File: config.mk
export PLATFORM = sky130hd
export DESIGN_NAME = spectrum_ballistics
export DESIGN_NICKNAME = d
export VERILOG_FILES = /design/src/rtl/spectrum_pkg.sv /design/src/rtl/band_ballistics.sv /design/src/rtl/spectrum_ballistics.sv
export SDC_FILE = /design/constraint.sdc
export NUM_CORES = 1
export LEC_CHECK = 0
export CAP_MARGIN = 20
export CORE_UTILIZATION = 35
export DETAILED_ROUTE_END_ITERATION = 8
export PLACE_DENSITY = 0.68
export SLEW_MARGIN = 5
export SYNTH_ARGS = -nofsm -noshare
export SYNTH_HDL_FRONTEND = slang
export SYNTH_HIERARCHICAL = 1
export SYNTH_SLANG_ARGS = --single-unit
File: constraint.sdc
create_clock -name clk -period 9 [get_ports clk]
set_clock_uncertainty 0.1 [all_clocks]
set_input_delay 1.8 -clock clk [delete_from_list [all_inputs] [get_ports clk]]
set_output_delay 1.8 -clock clk [all_outputs]
set_load 0.01 [all_outputs]
File: src/rtl/spectrum_pkg.sv
// rtl/spectrum_pkg.sv - shared types and sizes for the spectrum ballistics block
package spectrum_pkg;
  localparam int BAND_NUM = 8;
  localparam int BAND_W   = 8;

  typedef enum logic [1:0] {IDLE, UPDATE, DONE} state_e;
  typedef logic [2:0]        band_idx_t;
  typedef logic [BAND_W-1:0] mag_t;
endpackage

File: src/rtl/band_ballistics.sv
// rtl/band_ballistics.sv - combinational per-band level/peak ballistics step
// Peak/hold datapath present only when PEAK_HOLD_EN is defined.
module band_ballistics
  import spectrum_pkg::*;
#(
  parameter int DECAY_SHIFT = 3,
  parameter int HOLD_FRAMES = 16,
  parameter int PEAK_FALL   = 2,
  parameter int HOLD_W      = 5
) (
  input  mag_t              in_i,
  input  mag_t              level_i,
`ifdef PEAK_HOLD_EN
  input  mag_t              peak_i,
  input  logic [HOLD_W-1:0] hold_i,
  output mag_t              peak_o,
  output logic [HOLD_W-1:0] hold_o,
`endif
  output mag_t              level_o
);

  mag_t diff;
  mag_t step;
  mag_t dec;

  always_comb begin
    diff = level_i - in_i;
    step = diff >> DECAY_SHIFT;
    if (step == '0) step = mag_t'(1);
    dec = level_i - step;
    if (in_i >= level_i) begin
      level_o = in_i;
    end else begin
      level_o = (dec < in_i) ? in_i : dec;
    end
  end

`ifdef PEAK_HOLD_EN
  localparam logic [HOLD_W-1:0] HOLD_INIT = HOLD_W'(HOLD_FRAMES);
  localparam logic [BAND_W:0]   FALL_W    = (BAND_W+1)'(PEAK_FALL);

  logic [BAND_W:0] floor_w;

  // Falling peak never drops below the freshly computed level.
  always_comb begin
    floor_w = {1'b0, level_o} + FALL_W;
    peak_o  = peak_i;
    hold_o  = hold_i;
    if (in_i >= peak_i) begin
      peak_o = in_i;
      hold_o = HOLD_INIT;
    end else if (hold_i != '0) begin
      hold_o = hold_i - 1'b1;
    end else if ({1'b0, peak_i} < floor_w) begin
      peak_o = level_o;
    end else begin
      peak_o = peak_i - FALL_W[BAND_W-1:0];
    end
  end
`endif

endmodule

File: src/rtl/spectrum_ballistics.sv
// rtl/spectrum_ballistics.sv - 8-band bar/peak ballistics, one band per clock
// Optional peak-hold logic enabled by defining PEAK_HOLD_EN.
module spectrum_ballistics
  import spectrum_pkg::*;
#(
  parameter int DECAY_SHIFT = 3,
  parameter int HOLD_FRAMES = 16,
  parameter int PEAK_FALL   = 2
) (
  input  logic                       clk,
  input  logic                       rst,
  input  logic                       clear,
  input  logic                       spectrum_valid,
  input  logic [BAND_W-1:0]          spectrum_0,
  input  logic [BAND_W-1:0]          spectrum_1,
  input  logic [BAND_W-1:0]          spectrum_2,
  input  logic [BAND_W-1:0]          spectrum_3,
  input  logic [BAND_W-1:0]          spectrum_4,
  input  logic [BAND_W-1:0]          spectrum_5,
  input  logic [BAND_W-1:0]          spectrum_6,
  input  logic [BAND_W-1:0]          spectrum_7,
  output logic [BAND_NUM*BAND_W-1:0] level_bus,
  output logic [BAND_NUM*BAND_W-1:0] peak_bus,
  output logic                       out_valid,
  output logic                       busy,
  output logic                       drop
);

  state_e    state_q, state_d;
  band_idx_t band_q, band_d;
  logic      snap_load, band_we, drop_d;
  logic      out_valid_q, busy_q, drop_q;
  mag_t      snap_q  [BAND_NUM];
  mag_t      level_q [BAND_NUM];
  mag_t      level_n;

  always_comb begin
    state_d   = state_q;
    band_d    = band_q;
    snap_load = 1'b0;
    band_we   = 1'b0;
    drop_d    = 1'b0;
    case (state_q)
      IDLE: begin
        if (spectrum_valid) begin
          snap_load = 1'b1;
          band_d    = '0;
          state_d   = UPDATE;
        end
      end
      UPDATE: begin
        band_we = 1'b1;
        band_d  = band_q + 1'b1;
        drop_d  = spectrum_valid;
        if (band_q == band_idx_t'(BAND_NUM-1)) state_d = DONE;
      end
      DONE: begin
        drop_d  = spectrum_valid;
        state_d = IDLE;
      end
      default: state_d = IDLE;
    endcase
  end

`ifdef PEAK_HOLD_EN
  localparam int HOLD_W = $clog2(HOLD_FRAMES+1);

  mag_t              peak_q [BAND_NUM];
  logic [HOLD_W-1:0] hold_q [BAND_NUM];
  mag_t              peak_n;
  logic [HOLD_W-1:0] hold_n;

  band_ballistics #(
    .DECAY_SHIFT(DECAY_SHIFT),
    .HOLD_FRAMES(HOLD_FRAMES),
    .PEAK_FALL  (PEAK_FALL),
    .HOLD_W     (HOLD_W)
  ) u_band (
    .in_i   (snap_q[band_q]),
    .level_i(level_q[band_q]),
    .peak_i (peak_q[band_q]),
    .hold_i (hold_q[band_q]),
    .peak_o (peak_n),
    .hold_o (hold_n),
    .level_o(level_n)
  );
`else
  localparam int unused_peak_cfg = HOLD_FRAMES + PEAK_FALL;

  band_ballistics #(
    .DECAY_SHIFT(DECAY_SHIFT)
  ) u_band (
    .in_i   (snap_q[band_q]),
    .level_i(level_q[band_q]),
    .level_o(level_n)
  );
`endif

  // Reset and clear share one path: both discard any partial frame silently.
  always_ff @(posedge clk) begin
    if (rst || clear) begin
      state_q     <= IDLE;
      band_q      <= '0;
      out_valid_q <= 1'b0;
      busy_q      <= 1'b0;
      drop_q      <= 1'b0;
      for (int k = 0; k < BAND_NUM; k++) begin
        snap_q[k]  <= '0;
        level_q[k] <= '0;
`ifdef PEAK_HOLD_EN
        peak_q[k]  <= '0;
        hold_q[k]  <= '0;
`endif
      end
    end else begin
      state_q     <= state_d;
      band_q      <= band_d;
      out_valid_q <= (state_q == DONE);
      busy_q      <= (state_d != IDLE);
      drop_q      <= drop_d;
      if (snap_load) begin
        snap_q[0] <= spectrum_0;
        snap_q[1] <= spectrum_1;
        snap_q[2] <= spectrum_2;
        snap_q[3] <= spectrum_3;
        snap_q[4] <= spectrum_4;
        snap_q[5] <= spectrum_5;
        snap_q[6] <= spectrum_6;
        snap_q[7] <= spectrum_7;
      end
      if (band_we) begin
        level_q[band_q] <= level_n;
`ifdef PEAK_HOLD_EN
        peak_q[band_q]  <= peak_n;
        hold_q[band_q]  <= hold_n;
`endif
      end
    end
  end

  always_comb begin
    level_bus = '0;
    peak_bus  = '0;
    for (int k = 0; k < BAND_NUM; k++) begin
      level_bus[k*BAND_W +: BAND_W] = level_q[k];
`ifdef PEAK_HOLD_EN
      peak_bus[k*BAND_W +: BAND_W]  = peak_q[k];
`else
      peak_bus[k*BAND_W +: BAND_W]  = level_q[k];
`endif
    end
  end

  assign out_valid = out_valid_q;
  assign busy      = busy_q;
  assign drop      = drop_q;

endmodule

[After elaboration in Yosys (flattened, before gate mapping)]
Memory sizes are Yosys's and may differ from the RTL's. A register that Yosys moved wholly into a read port is not among the register bits.
Cells that the tools add are included.
Storage, ports and cells
  flip-flop bits (word level): 8
  bits in writable memories: 128
  input port bits: 68
  output and inout port bits: 131
  logic and storage cells: 68
  memories: 2
Operators by class
  $add $sub $neg: 3
  $lt $le $gt $ge: 2
  equality and inequality tests: 4
  mux-type cells: 34
  bitwise logic cells: 9
  reduce and logical (&&, ||, !) cells: 9
Memory list
  level_q: words 8, width 8, rd ports 9, clocked after Yosys merged registers in 1, wr ports 8, line spectrum_ballistics.sv:34  | mag_t level_q [BAND_NUM];
  snap_q: words 8, width 8, rd ports 1, clocked after Yosys merged registers in 1, wr ports 8, line spectrum_ballistics.sv:33  | mag_t snap_q [BAND_NUM];
Operator list (number)
  8-bit 2-to-1 mux: 11
  3-bit 2-to-1 mux: 6
  8-bit subtractor: 2
  1-bit 2-to-1 mux: 12
  8-bit >= comparator: 1
  8-bit logical NOT: 1
  8-bit less-than comparator: 1
  1-bit bitwise OR: 8
  8-bit OR reduction: 1
  3-bit case mux with 2 select lines: 1
  5-bit 2-to-1 mux: 1
  2-bit 2-to-1 mux: 2
  2-bit case mux with 2 select lines: 1
  2-bit nonzero test: 2
  2-bit OR reduction: 2
  3-bit by 1-bit adder with 3-bit output, second input constant: 1
  3-bit equality test, second input constant: 1
  2-bit by 1-bit equality test with 1-bit output, second input constant: 1
  2-bit equality test, second input constant: 1
  2-bit logical NOT: 1
  2-bit inequality test, second input constant: 1
  2-bit AND reduction: 1
  1-bit logical OR: 1
  1-bit NOT: 1

[Longest topological paths before layout]
Gate-level depths: netlist (run 1).
  word-level depth: 8
  gate-level depth with buffers: 24
  depth with buffers taken out: 22

[Hierarchy]
Netlist (run 1), hierarchy kept.
Modules (own cells, without submodules)
  spectrum_ballistics: times used 1, cells each 452, area an instance 6717.7 um2, seq. area each 4063.9 um2
  band_ballistics: times used 1, cells each 114, area an instance 875.8 um2, seq. area each 0.0 um2

[Worst setup path before layout (run 1)]
Ideal clock, no wire load.
  path kind: reg-to-reg
  start: register with a tool-made name
  end: memory level_q[0][2] (netlist name), data pin
  library setup time: 0.255 ns
  arrival time: 5.441 ns
  required time: 8.645 ns
  path slack: 3.204 ns
  stages on the path, launching flop included: 24
  buffers on the path: 2
  clock period less this slack: 5.796 ns
  cells stage by stage: dfxtp_1 > buf_2 > buf_4 > mux4_2 > mux2_2 > ha_1 > a21oi_1 > a21boi_2 > o311ai_2 > o41ai_1 > a31o_2 > ha_1 > fa_1 > nor2b_1 > o21ai_0 > nor3b_1 > a311o_1 > ha_1 > nand2_1 > nor3_1 > a21oi_1 > a211oi_4 > mux2_2 > and2_1
RTL lines (line)
  to (decl): spectrum_ballistics.sv:34

==> metrics.txt, run 1 <==
synthesized flop and latch total=between 100 and 150; IO Pins=199; IO Port Bufs=198; Inserted Diodes=0; M3 GR Usage=0.0306; clock tree from TritonCTS=done; CORE AREA=around 0.021 mm^2; antenna violations before repair=0; post-CTS setup buffers=0; outcome=finished clean; worst hold path startpoint=state_q[0]; Crit. End Element=flop; largest family of logic cells by synthesized area=simple AND/OR/NAND/NOR gates; number of synthesized flops with an enable pin=128; Residual DRC=0; xor and xnor fraction of the mapped netlist area=0.00577; share of cells above drive strength 1=0.148; H-tree Lvls=4; f_max=150 MHz; PostCTS Resize Cnt=0; drt pass-1 iters=5; die width=149 um; Post-DP HPWL=14000 um; syn_nets=660; Synth Area in Simple Gates=0.153; crit path max fanout=15; LEAKAGE=roughly 0.0037 uW; pin count of the biggest net entering global routing=65; Pins Over Slew Limit=0; die area=0.0223 mm^2; Reg clk slew, reported paths=approximately 0.060 ns; Synth top area share=0.506; GR Util met1=0.201; final period utilization=0.743; clk buf depth=2; minimum hold slack=between 0.4 and 0.5 ns; # rows=53; initial detailed-routing violation count=301; CTS Sinks=approximately 140; met2 usage=0.314; area leader, netlist=edfxtp_1; Overflow after GRT=0; synthesized cell area=0.00759 mm^2; Antenna Nets Post-Route=0; minimum clock period=6.69 ns; Layout Nets=804; Reg area=0.00407 mm^2; Routed WL=18700 um; unrepaired setup endpoints after global routing=no; Data required, critical path=slightly above 9 ns; vias in the first global route=5047; Filler Cell Count=1846; hold_buf cts=0; Async SR Flop Fraction=0; multi-input logic area=about 0.0029 mm^2; max-cap violations=0; CTS buffer count=17; synthesis warning total=6; Synth Instances=566; Initial Utilization=0.359; Mean Syn Cell Area=13.4 um^2; Final Hold Viols=0; pin slew with the least headroom to its limit=1.12 ns; Vias per Instance=about 4.9; CP Data Arrival Time=6.87 ns; kind of critical path=flop to flop; commonest cells in the netlist=and2_1, edfxtp_1, buf_4, mux4_2, ha_1; setup violators final=0; DR WL/cell=18.8 um; Vias=roughly 5k; GRT Max-Usage Layer=met2; clock root buffer=clkbuf_16; critical path launch point type=flop; count leader, synth=and2_1; Placer Congestion=0.876; DIE HEIGHT=149 um; Synth Area in Compound Gates=0.0440; adder-cell area share of the yosys netlist=0.0438; maximum vdd drop=roughly 0.00013 V; global-route wire length before repair=between 20000 and 30000 um; PwrDens=179 mW/mm^2; Area growth syn-to-layout=32.0%; setup_tns=0 ns; largest cells by area after synthesis=edfxtp_1, and2_1, mux4_2, buf_4, ha_1; Hold Path Class=flop to flop; Global Route Usage Sum=0.172; top_reg_cell synth=edfxtp_1; Clock Latency Late Sink=about 0.42 ns; mux cell area share after synthesis=0.131; sequential area share after synthesis=0.535; Synth cell types=53; worst rel slew slack=0.245
[cell usage in the layout, fill, tap and decap left out, types with 4 or more instances in the layout]
cell	synthesis	routed
nand2b_1	9	9
dfxtp_1	11	9
edfxtp_1	128	128
nor2b_1	4	4
buf_4	65	9
ha_1	25	25
and2_1	130	130
nor3_1	6	6
mux4_2	32	32
nor2_1	13	11
a21oi_1	9	9
clkdlybuf4s50_1	0	198
clkbuf_16	0	17
inv_1	16	16
o21ai_0	16	16
nand2_1	11	10
mux2_2	22	22
xnor2_1	4	4
[sequential cells by signal (all words and copies together), names as in the netlist, named ones only]
signal and flops:
busy 1, band_q 3, out_valid 1, drop 1, level_q 64, snap_q 64, state_q 2
[cells by family after synthesis]
kind of cell	after synthesis
DFF	139
and+or+nand+nor	191
AOI/OAI and AO/OA	48
xor gates and xnor gates	5
muxes	57
adders and majority gates	26
buffers and inverters	100
[metrics by stage]
stage	cell area, um^2	util	std cells	setup slack, ns	total power, uW
finish	10000	0.474	998	2.31	1790
global route	10000	0.474	998	1.75	1860
CTS	9990	0.472	996	2.01	1800
detailed placement	9400	0.444	964	2.05	1110
global placement	9400	0.444	964	2.18	1100
floorplan	7590	-	566	3.20	977
[worst max-delay path, stage by stage, from the launching register on]
cell and delay, ns:
dfxtp_2 0.72, buf_16 0.24, buf_4 0.18, mux4_2 0.50, mux2_2 0.27, inv_1 0.12, ha_1 0.26, nand2b_1 0.14
a21oi_2 0.10, o311ai_2 0.33, o41ai_1 0.15, a31o_2 0.27, ha_1 0.21, fa_1 0.41, nor2b_1 0.11, o21ai_0 0.10
nor3b_1 0.15, a311o_1 0.30, ha_1 0.29, nand2_1 0.06, nor3_1 0.18, a21oi_1 0.12, a211oi_4 0.43, mux2i_1 0.58
and2_1 0.21
[power by group]
group | internal (uW) | switching (uW) | total [uW]
clock | 432 | 260 | 692
sequential | 738 | 18.9 | 757
combinational | 169 | 173 | 342
[layout make-up]
type                       count  share of cell area
sequential                   139               0.406
inverter                      16             0.00599
timing repair buffer         209               0.208
multi-input combinational    327               0.287
tap                          275              0.0343
clock buffer                  19              0.0432
clock inverter                13              0.0151
[per-layer routing]
metal  vias up  share of wire
li1       2278              -
met1      2423           0.40
met2       144           0.55
met3        22          0.043
met4         0          0.015
met5         -              0
[final timing paths]
kind              endpoint  slack, ns  cells past startpoint
max          level_q[7][1]       2.31                     24
min             state_q[0]       0.43                      2
max reg2reg  level_q[7][1]       2.31                     24
min reg2reg     state_q[0]       0.43                      2
Power figures use the tool's default switching activity.
==> inputs of run 2 (changes only) <==
- PLACE_DENSITY: 0.68 -> 0.7
- clock period: 9 -> 6 ns (I/O delays scaled with it)
==> metrics.txt, run 2 (synthesis gave the netlist of run 1 again) <==
outcome=finished clean; Sw Ratio=0.243; Clock Latency Late Sink=0.42 ns; CP Data Arrival Time=5.93 ns; clock tree from TritonCTS=done; Post-DP HPWL=14200 um; Overflow after GRT=0; IO Port Bufs=a little under 200; met2 usage=0.311; Vias=just under 5k; kind of critical path=flop to flop; initial detailed-routing violation count=318; clk buf depth=2; CTS buffer count=17; Flop pwr share=0.385; minimum hold slack=0.433 ns; die area=~0.022 mm^2; Placed Cells=977; multi-input logic area=0.00304 mm^2; Vias per Instance=4.81; Comb power frac=0.206; minimum clock period=5.86 ns; vias in the first global route=4837; setup violators final=0; commonest non-fill, non-tap cell in the layout=clkdlybuf4s50_1; Crit. End Element=flop; Filler Cell Count=1806; Largest regs=level_q (64), snap_q (64), band_q (3); hold_buf cts=0; share of cells above drive strength 1=0.208; Area growth syn-to-layout=39.0%; GRT Max-Usage Layer=met2; antenna violations before repair=0; GR Util met1=0.216; M3 GR Usage=0.0324; Layout Nets=830; H-tree Lvls=4; # rows=53; clock root buffer=clkbuf_16; Reg clk slew, reported paths=around 0.06 ns; Global Route Usage Sum=0.175; Initial Utilization=0.359; Non-Filler Instances=a little over 1k; fin area=0.0106 mm^2; Psw=716 uW; Routed WL=between 15000 and 20000 um; Hold Path Class=flop to flop; most frequent cells in the layout=clkdlybuf4s50_1, and2_1, edfxtp_1; Antenna Nets Post-Route=0; max-cap violations=0; maximum vdd drop=0.000228 V; pre-CTS setup slack=-0.101 ns; post-place instance area=0.00955 mm^2; pin slew with the least headroom to its limit=0.787 ns; die width=about 150 um; Placer Congestion=between 0.9 and 1; CORE AREA=0.0212 mm^2; drt pass-1 iters=4; PwrDens=approximately 280 mW/mm^2; final period utilization=0.976; Data required, critical path=6.07 ns; f_max=171 MHz; critical path launch point type=flop; Final Hold Viols=0; worst rel slew slack=0.475; CTS Sinks=139; Reg area=0.00407 mm^2; Residual DRC=0; Pins Over Slew Limit=0; crit path max fanout=8; Util after Layout=0.499; IO Pins=199; Setup WS post-layout=0.142 ns; clock power share=0.409; Inserted Diodes=0; DR WL/cell=19.0 um; DIE HEIGHT=between 100 and 150 um; pin count of the biggest net entering global routing=65; global-route wire length before repair=28400 um; Internal=2230 uW; LEAKAGE=0.00397 uW
run 2: cell count changes in the layout (fill, tap and decap cells not counted), moves of 4 or more:
cell and delta:
inv_1 -6, buf_4 +18, inv_2 +5, ha_1 -5, buf_12 +4, ha_4 +4, mux2_4 +9, mux2_2 -9
o21ai_0 -4, bufinv_16 +4
run 2: layout make-up:
cell class / instances / share of cell area
clock buffers: 18 / 0.0407
clock inverters: 14 / 0.0236
inverters: 16 / 0.00593
multi-input cells: 327 / 0.288
well taps: 275 / 0.0326
flip-flops and latches: 139 / 0.386
repair buffers: 235 / 0.224
run 2: stage by stage:
stage	power (uW)	setup TNS [ns]
CTS	2900	0
global route	3060	-0.695
finish	2950	0
floorplan	1470	0
global placement	1680	0
detailed placement	1680	-0.719
run 2: routing by layer:
metal,share of wire,up-vias
li1,-,2335
met2,0.53,142
met1,0.41,2439
met3,0.045,12
met5,0,-
met4,0.011,0
run 2: final timing paths:
kind	from	end	slack, ns	cells after the start
max	flop	level_q[5][7]	0.14	25
max reg2reg	flop	level_q[5][7]	0.14	25
min	state_q[0]	state_q[0]	0.43	2
min reg2reg	state_q[0]	state_q[0]	0.43	2
run 2: repair_timing:
action / 4_1_cts / 5_1_grt
cloned: 0 / 2
buffers inserted: 2 / 11
pin swaps: 0 / 5
resized for setup: 3 / 42
setup endpoints to repair: 18 / 64
run 2: power groups by stage:
stage                     registers (uW)  logic [uW]  clock network, uW
after global routing                1140         656               1270
after global placement              1150         522                  0
after detailed placement            1160         528                  0
after floorplan                     1150         313                  0
after CTS                           1140         537               1220
final                               1130         606               1210
run 2: critical path, cell delays in order (launching register included):
cell	delay, ns
dfxtp_4	0.45
buf_12	0.17
buf_6	0.12
mux4_2	0.52
mux2_2	0.29
inv_2	0.07
ha_1	0.13
nand2b_4	0.13
a21oi_2	0.08
o311ai_2	0.33
o41ai_2	0.13
a31o_2	0.26
ha_2	0.18
fa_2	0.35
nor2b_1	0.12
o21ai_1	0.07
nor3b_1	0.15
a311o_1	0.35
ha_1	0.28
nand2_1	0.08
nor3_2	0.15
a21oi_2	0.10
a211oi_4	0.29
buf_6	0.18
mux2_4	0.35
and2_1	0.15
==> inputs of run 3 (changes only) <==
- SYNTH_HIERARCHICAL: 1 -> default
- TNS_END_PERCENT: default -> 5
==> metrics.txt, run 3 <==
Area growth syn-to-layout=43.7%; synthesized flop and latch total=139; CTS Sinks=139; Worst Hold Depth=2; Reg2Reg Depth=25; die width=roughly 150 um; Pins Over Slew Limit=0; maximum vdd drop=~0.00022 V; Synth cell types=53; Residual DRC=0; Overflow after GRT=0; Crit Reg-Reg Endpoint=level_q[2][4]; number of synthesized flops with an enable pin=128; LEAKAGE=0.00395 uW; setup violators final=0; outcome=finished clean; sequential area share after synthesis=0.554; Data required, critical path=just over 6 ns; share of cells above drive strength 1=0.241; Vias=just over 5k; Inserted Diodes=0; pin count of the biggest net entering global routing=65; clock tree from TritonCTS=done; Global Route Usage Sum=0.169; f_max=169 MHz; IO Pins=199; DR WL/cell=18.0 um; area leader, netlist=edfxtp_1; commonest non-fill, non-tap cell in the layout=clkdlybuf4s50_1; most frequent cells in the layout=clkdlybuf4s50_1, edfxtp_1, nor2_1; commonest cells in the netlist=edfxtp_1, nor2_1, and2_1, buf_4, mux4_2; hold_buf cts=0; Mean Syn Cell Area=13.1 um^2; max-cap violations=0; drt pass-1 iters=5; count leader, synth=edfxtp_1; Synth top area share=0.524; Layout Nets=849; setup_tns=0 ns; Hold Path Class=flop to flop; Synth Instances=561; Post-DP HPWL=13400 um; syn_nets=655; post-place instance area=0.00949 mm^2; CTS buffer count=17; clk buf depth=2; pin slew with the least headroom to its limit=0.786 ns; die area=0.0216 mm^2; Antenna Nets Post-Route=0; critical path launch point type=flop; DIE HEIGHT=147 um; clock root buffer=clkbuf_16; power consumption=3060 uW; Reg clk slew, reported paths=0.06 ns; worst hold path startpoint=state_q[0]; largest cells by area after synthesis=edfxtp_1, mux4_2, buf_4, and2_1, ha_1; final period utilization=0.985; antenna violations before repair=0; Initial Utilization=0.359; synthesis warning total=0; global-route wire length before repair=27300 um; kind of critical path=flop to flop; top_reg_cell synth=edfxtp_1; CORE AREA=0.0204 mm^2; Largest regs=level_q (64), snap_q (64), band_q (3); initial detailed-routing violation count=407; Routed WL=18700 um; minimum clock period=slightly below 6 ns; Placer Congestion=0.936; crit path max fanout=8; PwrDens=about 290 mW/mm^2; H-tree Lvls=4; IO Port Bufs=198; R2R setup slack=0.09 ns; Async SR Flop Fraction=0; synthesized cell area=0.00734 mm^2; Final Hold Viols=0; vias in the first global route=roughly 5.0k; # rows=52; CP Data Arrival Time=5.97 ns; Hold EP=state_q[0]; Vias per Instance=4.96; fin area=0.0105 mm^2; Crit. End Element=flop; Clock Latency Late Sink=between 0.4 and 0.5 ns; worst rel slew slack=0.476
run 3: cell types whose count changed in the layout (fill, tap and decap cells not counted), moves of 6 or more:
| cell | change |
|---|---|
| and2_1 | -64 |
| nor2_1 | +57 |
| buf_4 | +27 |
| mux2_2 | -11 |
| nor2_2 | +7 |
| nand2_1 | +6 |
| nand2b_1 | -6 |
| o21ai_0 | -6 |
run 3: layout make-up:
class	instances	area, um^2
repair buffers	257	2480
clock inverters	15	236
flip-flops and latches	139	4070
fillers	1752	9880
inverters	8	30.0
clock buffers	17	425
well taps	270	338
multi-input cells	332	2970
run 3: worst max path at each step:
stage | slack [ns] | to | start
after detailed placement | -0.30 | level_q[3][2] | flop
final | 0.09 | level_q[2][4] | flop
after CTS | 0.01 | level_q[2][4] | flop
after floorplan | -0.02 | level_q[0][4] | flop
after global placement | -0.18 | level_q[1][3] | flop
after global routing | -0.11 | level_q[2][4] | flop
run 3: worst max-delay path, cell delays in order (launching register included):
cell and delay (ns):
dfxtp_4 0.40, buf_12 0.16, buf_8 0.15, mux4_2 0.55
mux2i_4 0.20, ha_4 0.24, a21o_1 0.16, a21o_1 0.19
a211oi_2 0.24, xor2_1 0.27, buf_4 0.16, buf_4 0.09
ha_1 0.27, o21ai_1 0.16, a21oi_2 0.10, or4_4 0.49
and2_4 0.18, ha_4 0.27, nand2_2 0.09, o21ai_4 0.26
or2_4 0.20, buf_4 0.12, a31oi_1 0.10, a21oi_1 0.21
buf_4 0.22, nor2_1 0.06
run 3: stage by stage:
step	std cells	util	setup WS [ns]	hold WS, ns
2_1_floorplan	561	-	-0.0191	0.380
3_3_place_gp	993	0.465	-0.180	0.420
3_5_place_dp	993	0.465	-0.295	0.423
4_1_cts	1026	0.500	0.0139	0.445
5_1_grt	1038	0.516	-0.114	0.515
6_report	1038	0.516	0.0877	0.439
run 3: repair_timing:
| action | in CTS | in global routing |
|---|---|---|
| gates resized for setup | 9 | 50 |
| setup endpoints to repair | 56 | 64 |
| buffers inserted | 1 | 12 |
| gates cloned | 0 | 1 |
| pin swaps | 1 | 21 |
run 3: cell families after synthesis:
kind of cell	count (synthesis)	synth area share
DFF	139	0.554
xor gates and xnor gates	8	0.00954
adders and majority gates	26	0.0453
muxes	49	0.125
and+or+nand+nor	197	0.137
buffers and inverters	90	0.0822
AOI/OAI and AO/OA	52	0.0474
run 3: metal layers:
| metal | track usage | part of all wire | vias to the layer above |
|---|---|---|---|
| met3 | 0.0311 | 0.059 | 26 |
| li1 | - | - | 2371 |
| met5 | 0 | 0 | - |
| met1 | 0.214 | 0.41 | 2537 |
| met4 | 0.0609 | 0.018 | 0 |
| met2 | 0.289 | 0.51 | 214 |
run 3: power by group:
part,total [uW],internal [uW],switching (uW)
clock network,1170,748,422
logic,759,364,395
registers,1130,1110,26.2
total,3060,2220,844
